### src/rtl/led_ctrl_pkg.sv
// led_ctrl_pkg
// Shared definitions for the LED pattern controller: channel mode encoding,
// register offsets inside a slot, the global slot number and a small helper
// that tells whether a mode uses the channel counter.
package led_ctrl_pkg;

    typedef enum logic [1:0] {
        MODE_OFF   = 2'd0,
        MODE_ON    = 2'd1,
        MODE_BLINK = 2'd2,
        MODE_PWM   = 2'd3
    } mode_e;

    // Global slot registers
    localparam logic [1:0] REG_CTRL   = 2'd0;
    localparam logic [1:0] REG_STATUS = 2'd1;

    // Channel slot registers
    localparam logic [1:0] REG_MODE   = 2'd0;
    localparam logic [1:0] REG_PERIOD = 2'd1;
    localparam logic [1:0] REG_DUTY   = 2'd2;
    localparam logic [1:0] REG_COUNT  = 2'd3;

    localparam int SLOT_GLOBAL = 0;

    // True for the modes that advance the counter (BLINK and PWM).
    function automatic logic mode_runs(input logic [1:0] mode);
        return (mode == MODE_BLINK) || (mode == MODE_PWM);
    endfunction

endpackage

### src/rtl/led_channel.sv
// led_channel
// One LED channel: period counter, blink phase and the registered LED bit.
// Ports:
//   clk, rst        clock, asynchronous active-high reset
//   en              global enable; when low counter/phase held at 0, led forced 0
//   mode            channel mode (OFF/ON/BLINK/PWM)
//   period, duty    channel PERIOD and DUTY register values
//   clear           pulse from a MODE/PERIOD write; restarts counter and phase
//   count           live counter value (for the COUNT register)
//   led             registered LED drive
module led_channel
    import led_ctrl_pkg::*;
#(
    parameter int CNT_W = 32
) (
    input  logic             clk,
    input  logic             rst,
    input  logic             en,
    input  logic [1:0]       mode,
    input  logic [CNT_W-1:0] period,
    input  logic [CNT_W-1:0] duty,
    input  logic             clear,
    output logic [CNT_W-1:0] count,
    output logic             led
);

    logic [CNT_W-1:0] cnt_r;
    logic             phase_r;
    logic             led_r;
    logic             run_s;
    logic             wrap_s;
    logic             led_next_s;

    assign run_s  = en && mode_runs(mode);
    // Counter only ever lives in 0..period because every PERIOD write clears it,
    // so equality is enough to detect the end of a frame.
    assign wrap_s = (cnt_r == period);

    // LED value derived from current registered state.
    always_comb begin
        led_next_s = 1'b0;
        if (!en) begin
            led_next_s = 1'b0;
        end else begin
            case (mode)
                MODE_OFF:   led_next_s = 1'b0;
                MODE_ON:    led_next_s = 1'b1;
                MODE_BLINK: led_next_s = phase_r;
                MODE_PWM:   led_next_s = (cnt_r < duty);
                default:    led_next_s = 1'b0;
            endcase
        end
    end

    // Frame counter and blink phase.
    always_ff @(posedge clk or posedge rst) begin
        if (rst) begin
            cnt_r   <= {CNT_W{1'b0}};
            phase_r <= 1'b0;
        end else if (clear || !run_s) begin
            cnt_r   <= {CNT_W{1'b0}};
            phase_r <= 1'b0;
        end else if (wrap_s) begin
            cnt_r   <= {CNT_W{1'b0}};
            phase_r <= ~phase_r;
        end else begin
            cnt_r   <= cnt_r + CNT_W'(1);
        end
    end

    // Registered LED output, one cycle behind the counter state.
    always_ff @(posedge clk or posedge rst) begin
        if (rst) begin
            led_r <= 1'b0;
        end else begin
            led_r <= led_next_s;
        end
    end

    assign count = cnt_r;
    assign led   = led_r;

endmodule

### src/rtl/led_pattern_ctrl.sv
// led_pattern_ctrl
// Avalon-MM slave driving N_CH LEDs as off / on / blink / PWM.
// Address: [ADDR_W-1:2] slot, [1:0] register. Slot 0 = CTRL/STATUS,
// slot c+1 = channel c (MODE, PERIOD, DUTY, COUNT). Unmapped reads return 0.
// Ports:
//   CLOCK_50       clock
//   RESET          asynchronous active-high reset
//   avs_address    word address
//   avs_write      write strobe, avs_writedata write data
//   avs_read       read strobe
//   avs_readdata   read data, registered, valid one edge after the read
//   led            registered LED drives, bit c = channel c
module led_pattern_ctrl
    import led_ctrl_pkg::*;
#(
    parameter int N_CH       = 8,
    parameter int CNT_W      = 32,
    parameter int RST_PERIOD = 24_999_999,
    localparam int ADDR_W    = $clog2(N_CH + 1) + 2
) (
    input  logic              CLOCK_50,
    input  logic              RESET,
    input  logic [ADDR_W-1:0] avs_address,
    input  logic              avs_write,
    input  logic [31:0]       avs_writedata,
    input  logic              avs_read,
    output logic [31:0]       avs_readdata,
    output logic [N_CH-1:0]   led
);

    localparam int SLOT_W = ADDR_W - 2;

    logic [SLOT_W-1:0]          slot_s;
    logic [1:0]                 reg_s;
    logic                       en_r;
    logic [1:0]                 mode_r   [N_CH];
    logic [CNT_W-1:0]           period_r [N_CH];
    logic [CNT_W-1:0]           duty_r   [N_CH];
    logic [CNT_W-1:0]           count_s  [N_CH];
    logic [N_CH-1:0]            clear_s;
    logic [N_CH-1:0]            led_s;
    logic [N_CH-1:0][31:0]      ch_word_s;
    logic [31:0]                glob_word_s;
    logic [31:0]                rd_s;
    logic [31:0]                readdata_r;

    assign slot_s = avs_address[ADDR_W-1:2];
    assign reg_s  = avs_address[1:0];

    // Register file writes; RO and unmapped locations fall through the defaults.
    always_ff @(posedge CLOCK_50 or posedge RESET) begin
        if (RESET) begin
            en_r <= 1'b1;
            for (int c = 0; c < N_CH; c++) begin
                mode_r[c]   <= 2'd0;
                period_r[c] <= CNT_W'(RST_PERIOD);
                duty_r[c]   <= {CNT_W{1'b0}};
            end
        end else if (avs_write) begin
            if ((slot_s == SLOT_W'(SLOT_GLOBAL)) && (reg_s == REG_CTRL)) begin
                en_r <= avs_writedata[0];
            end
            for (int c = 0; c < N_CH; c++) begin
                if (slot_s == SLOT_W'(c + 1)) begin
                    case (reg_s)
                        REG_MODE:   mode_r[c]   <= avs_writedata[1:0];
                        REG_PERIOD: period_r[c] <= avs_writedata[CNT_W-1:0];
                        REG_DUTY:   duty_r[c]   <= avs_writedata[CNT_W-1:0];
                        default:    ;
                    endcase
                end
            end
        end
    end

    for (genvar c = 0; c < N_CH; c++) begin : g_ch
        logic [31:0] word_s;

        // MODE and PERIOD writes restart the pattern on the same edge.
        assign clear_s[c] = avs_write && (slot_s == SLOT_W'(c + 1)) &&
                            ((reg_s == REG_MODE) || (reg_s == REG_PERIOD));

        // Read word contributed by this channel (zero unless addressed).
        always_comb begin
            word_s = 32'd0;
            if (slot_s == SLOT_W'(c + 1)) begin
                case (reg_s)
                    REG_MODE:   word_s[1:0]       = mode_r[c];
                    REG_PERIOD: word_s[CNT_W-1:0] = period_r[c];
                    REG_DUTY:   word_s[CNT_W-1:0] = duty_r[c];
                    REG_COUNT:  word_s[CNT_W-1:0] = count_s[c];
                    default:    word_s            = 32'd0;
                endcase
            end else begin
                word_s = 32'd0;
            end
        end

        assign ch_word_s[c] = word_s;

        led_channel #(
            .CNT_W (CNT_W)
        ) u_channel (
            .clk    (CLOCK_50),
            .rst    (RESET),
            .en     (en_r),
            .mode   (mode_r[c]),
            .period (period_r[c]),
            .duty   (duty_r[c]),
            .clear  (clear_s[c]),
            .count  (count_s[c]),
            .led    (led_s[c])
        );
    end

    // Read word for the global slot.
    always_comb begin
        glob_word_s = 32'd0;
        if (slot_s == SLOT_W'(SLOT_GLOBAL)) begin
            case (reg_s)
                REG_CTRL:   glob_word_s[0]      = en_r;
                REG_STATUS: glob_word_s[N_CH-1:0] = led_s;
                default:    glob_word_s         = 32'd0;
            endcase
        end else begin
            glob_word_s = 32'd0;
        end
    end

    // At most one source is non-zero, so OR-ing them forms the read mux.
    always_comb begin
        rd_s = glob_word_s;
        for (int c = 0; c < N_CH; c++) begin
            rd_s = rd_s | ch_word_s[c];
        end
    end

    // Read data register: captures pre-write state, holds until the next read.
    always_ff @(posedge CLOCK_50 or posedge RESET) begin
        if (RESET) begin
            readdata_r <= 32'd0;
        end else if (avs_read) begin
            readdata_r <= rd_s;
        end
    end

    assign avs_readdata = readdata_r;
    assign led          = led_s;

endmodule
### config.mk
export PLATFORM = sky130hd
export DESIGN_NAME = led_pattern_ctrl
export DESIGN_NICKNAME = d
export VERILOG_FILES = /design/src/rtl/led_ctrl_pkg.sv /design/src/rtl/led_channel.sv /design/src/rtl/led_pattern_ctrl.sv
export SDC_FILE = /design/constraint.sdc
export NUM_CORES = 2
export LEC_CHECK = 0
export ABC_AREA = 1
export CORE_MARGIN = 2
export CORE_UTILIZATION = 36
export CTS_CLUSTER_DIAMETER = 150
export DETAILED_ROUTE_END_ITERATION = 10
export GPL_ROUTABILITY_DRIVEN = 1
export PLACE_DENSITY = 0.56
export SETUP_SLACK_MARGIN = 0.3
export SYNTH_ARGS = -nofsm -noshare
export SYNTH_HDL_FRONTEND = slang
export SYNTH_SLANG_ARGS = --single-unit
export TNS_END_PERCENT = 50
### constraint.sdc
create_clock -name CLOCK_50 -period 34.2 [get_ports CLOCK_50]
set_input_delay 6.84 -clock CLOCK_50 [delete_from_list [all_inputs] [get_ports CLOCK_50]]
set_output_delay 6.84 -clock CLOCK_50 [all_outputs]
set_load 0.02 [all_outputs]
==> impl_metrics.py <==
metrics = {
    "global_route": {
        "track_usage_pct": 30.03,
        "grt_pass1_vias": 47151,
        "antenna_found_initial": 26,
        "grt_max_degree": 135,
        "grt_pass1_wl_mm": 326.0,
        "grt_overflow_total": 0,
    },
    "place": {
        "globalplace.congestion": 1.015,
        "dp_hpwl_mm": 158.6,
        "numPortBuffers": 81,
    },
    "critical_path": {
        "cp.required_ns": 34.92,
        "crit_family": "buffers and inverters",
        "crit_top_cell": "buf_4",
        "max_stage_delay_ns": 0.85,
        "path_buf_inv": 6,
        "worst_path_max_delay_cell": "buf_4",
        "arrival_ns": 11.55,
        "cp_max_fo": 106,
        "path_class": "input port to async pin",
        "critPathLaunchType": "input port",
        "crit_chain": "clkdlybuf4s50_1 -> inv_8 -> buf_4 -> buf_4 -> buf_4 -> buf_4",
        "end_kind": "async pin",
    },
    "finish": {
        "drive_gt1_share_pct": 6.334,
        "layout_common_cells": "nand2_1 (2,120), inv_1 (887), nor2_1 (716)",
        "areaGrowthSynthToFinish_pct": 11.49,
        "nFillCells": 14827,
        "layout_commonest_cell": "nand2_1",
        "nets": 7507,
    },
    "yosys": {
        "yosysSeqAreaShare_pct": 40.59,
        "synthAdderAreaFrac_pct": 6.187,
        "synth_top_family_by_area": "simple AND/OR/NAND/NOR gates",
        "ys_ff_latch": 833,
        "ys_types": 41,
        "syn_nets": 7546,
        "synth.avg_cell_area_um2": 7.143,
        "synth_xor_area_share_pct": 2.521,
        "yosys.area_share.simple_pct": 28.06,
        "netlist_area_um2": 51770,
        "synthMuxAreaShare_pct": 0,
        "netlist_instances": 7248,
        "synth_compound_area_share_pct": 13.42,
        "synth_warnings": 0,
    },
    "drt": {
        "drc": 0,
        "routed_wl_mm": 223.9,
        "drtPass1Iterations": 6,
        "ant_nets": 0,
        "routedWlPerCell_um": 24.32,
        "drt-initial-drc-count": 5794,
        "vias": 50565,
        "viasPerCell": 5.494,
    },
    "timing": {
        "rsz0062_at_grt": "no",
        "period_share_pct": 31.68,
        "slew_viol_final": 0,
        "maxSlewHeadroom_pct": 14.10,
        "max_freq_mhz": 92.31,
        "tns_ns": 0,
        "hold_viol_final": 0,
        "skew_ns": 0.04775,
        "worst_slew_pin_slew_ns": 1.284,
        "setup_violations": 0,
        "fin_crit_ns": 10.83,
    },
    "run_status": {
        "status": "complete, no violations",
    },
    "pwr": {
        "p_leak_nw": 24.48,
        "powerDensity_nw_per_um2": 47.70,
        "vdd_drop_max_v": 0.00004121,
        "total_power_mw": 2.753,
    },
    "cts": {
        "cts_tree": "built",
        "hold_buffers": 0,
        "path_clk_slew_ns": 0.06,
        "cts_buffers": 98,
        "ctsResizeCount": 0,
        "cts_buffer_depth": 3,
        "clk_latency_ns": 0.75,
        "cts_sinks": 833,
        "clock-root-buffer": "clkbuf_16",
        "ctsHtreeMaxLevel": 3,
        "cts_setup_buffers": 0,
    },
    "flow_run": {
        "drv_cap": 0,
    },
    "die": {
        "floorplan.die.width_um": 383.2,
        "core_um2": 143100,
        "start_util_pct": 36.17,
        "ios": 82,
        "fp-row-count": 139,
        "die_y_um": 383.2,
        "dieArea_um2": 146900,
    },
    "min_path": {
        "min_path_type": "register to register",
    },
}
## worst min-delay path: stages (launching register included)
cell and delay, ns:
dfstp_2 0.37, nand2_1 0.05, o21ai_1 0.05
## cells by family after synthesis
kind of cell,Yosys count
fa+ha+maj,256
simple gates,3505
flops,833
buf+inv,1215
compound gates,1290
xor+xnor,149
## where the power goes
group	leakage (nW)	switching, mW	internal [mW]
clock	1.70	0.467	0.684
combinational	11.9	0.300	0.136
sequential	10.9	0.0771	1.09
## layout make-up
type	count	area (um^2)	share of cell area [%]
diodes	6	15.01	0.02601
clock buffers	145	2890	5.007
clock inverters	40	589.3	1.021
inverters	933	3511	6.083
multi-input cells	5200	26030	45.09
flip-flops and latches	833	21020	36.41
well taps	1903	2381	4.125
repair buffers	143	1289	2.233
## synth_stat cells (all sizes together)
library cell  count  area (um^2)
xnor2             9        78.83
or2               8        50.05
o21ai           814         4074
ha              256         3203
xor2            140         1226
nand2          2144         8098
o221ai           62        543.0
o21a              6        45.04
a31oi             5        31.28
clkinv            2        7.510
nand3           166        855.8
dfstp           137         3600
nor3b            37        277.8
nand3b            1        7.510
nand4           171         1070
a21o              6        45.04
inv             931         3495
a22oi             1        7.510
nor2            730         2800
nor4             36        231.5
dfrtp           696        17420
and3              1        6.260
a21oi           236         1181
o22ai           146        913.4
o21bai            2        15.01
o211ai           12        90.09
clkbuf          148        555.5
buf             134        719.4
nor3            211         1129
## worst paths after layout
check	to	cells past startpoint	slack, ns	start
max	duty_r[106]$_DFFE_PP0P_	6	23.37	RESET
min	period_r[110]$_DFFE_PP1P_	2	0.48	period_r[110]$_DFFE_PP1P_
max reg2reg	g_ch[2].u_channel.count[18]$_DFF_PP0_	4	30.99	en_r$_DFFE_PP1P_
min reg2reg	period_r[110]$_DFFE_PP1P_	2	0.48	period_r[110]$_DFFE_PP1P_
max in group CLOCK_50	avs_readdata[7]$_DFFE_PP0P_	13	23.41	avs_address[1]
min in group asynchronous	duty_r[211]$_DFFE_PP0P_	2	6.69	RESET
## metal layers
| layer | up-vias | GRT usage [%] | routed length (um) |
|---|---|---|---|
| li1 | 23420 | - | - |
| met1 | 24353 | 42.20 | 96160 |
| met2 | 2367 | 43.88 | 94020 |
| met3 | 417 | 6.571 | 22670 |
| met4 | 8 | 13.56 | 10950 |
| met5 | - | 0 | 52 |
## sequential cells by signal, summed over array words and instances (netlist names)
signal,cells
duty_r,256
avs_readdata,32
g_ch.u_channel.count,256
g_ch.u_channel.led,8
mode_r,16
en_r,1
period_r,256
g_ch.u_channel.phase_r,8
## stage by stage
stage / area (um^2) / hold slack (ns) / instances / setup WS (ns) / util (%)
finish: 57720 / 0.4822 / 9203 / 23.37 / 40.33
global route: 57700 / 0.4966 / 9197 / 22.74 / 40.31
CTS: 57700 / 0.4823 / 9197 / 23.24 / 40.31
detailed placement: 54220 / 0.4682 / 9012 / 22.44 / 37.88
global placement: 54220 / 0.4656 / 9012 / 22.51 / 37.88
floorplan: 51770 / 0.4530 / 7248 / 4.186 / -
(Power assumes the default switching activity.)
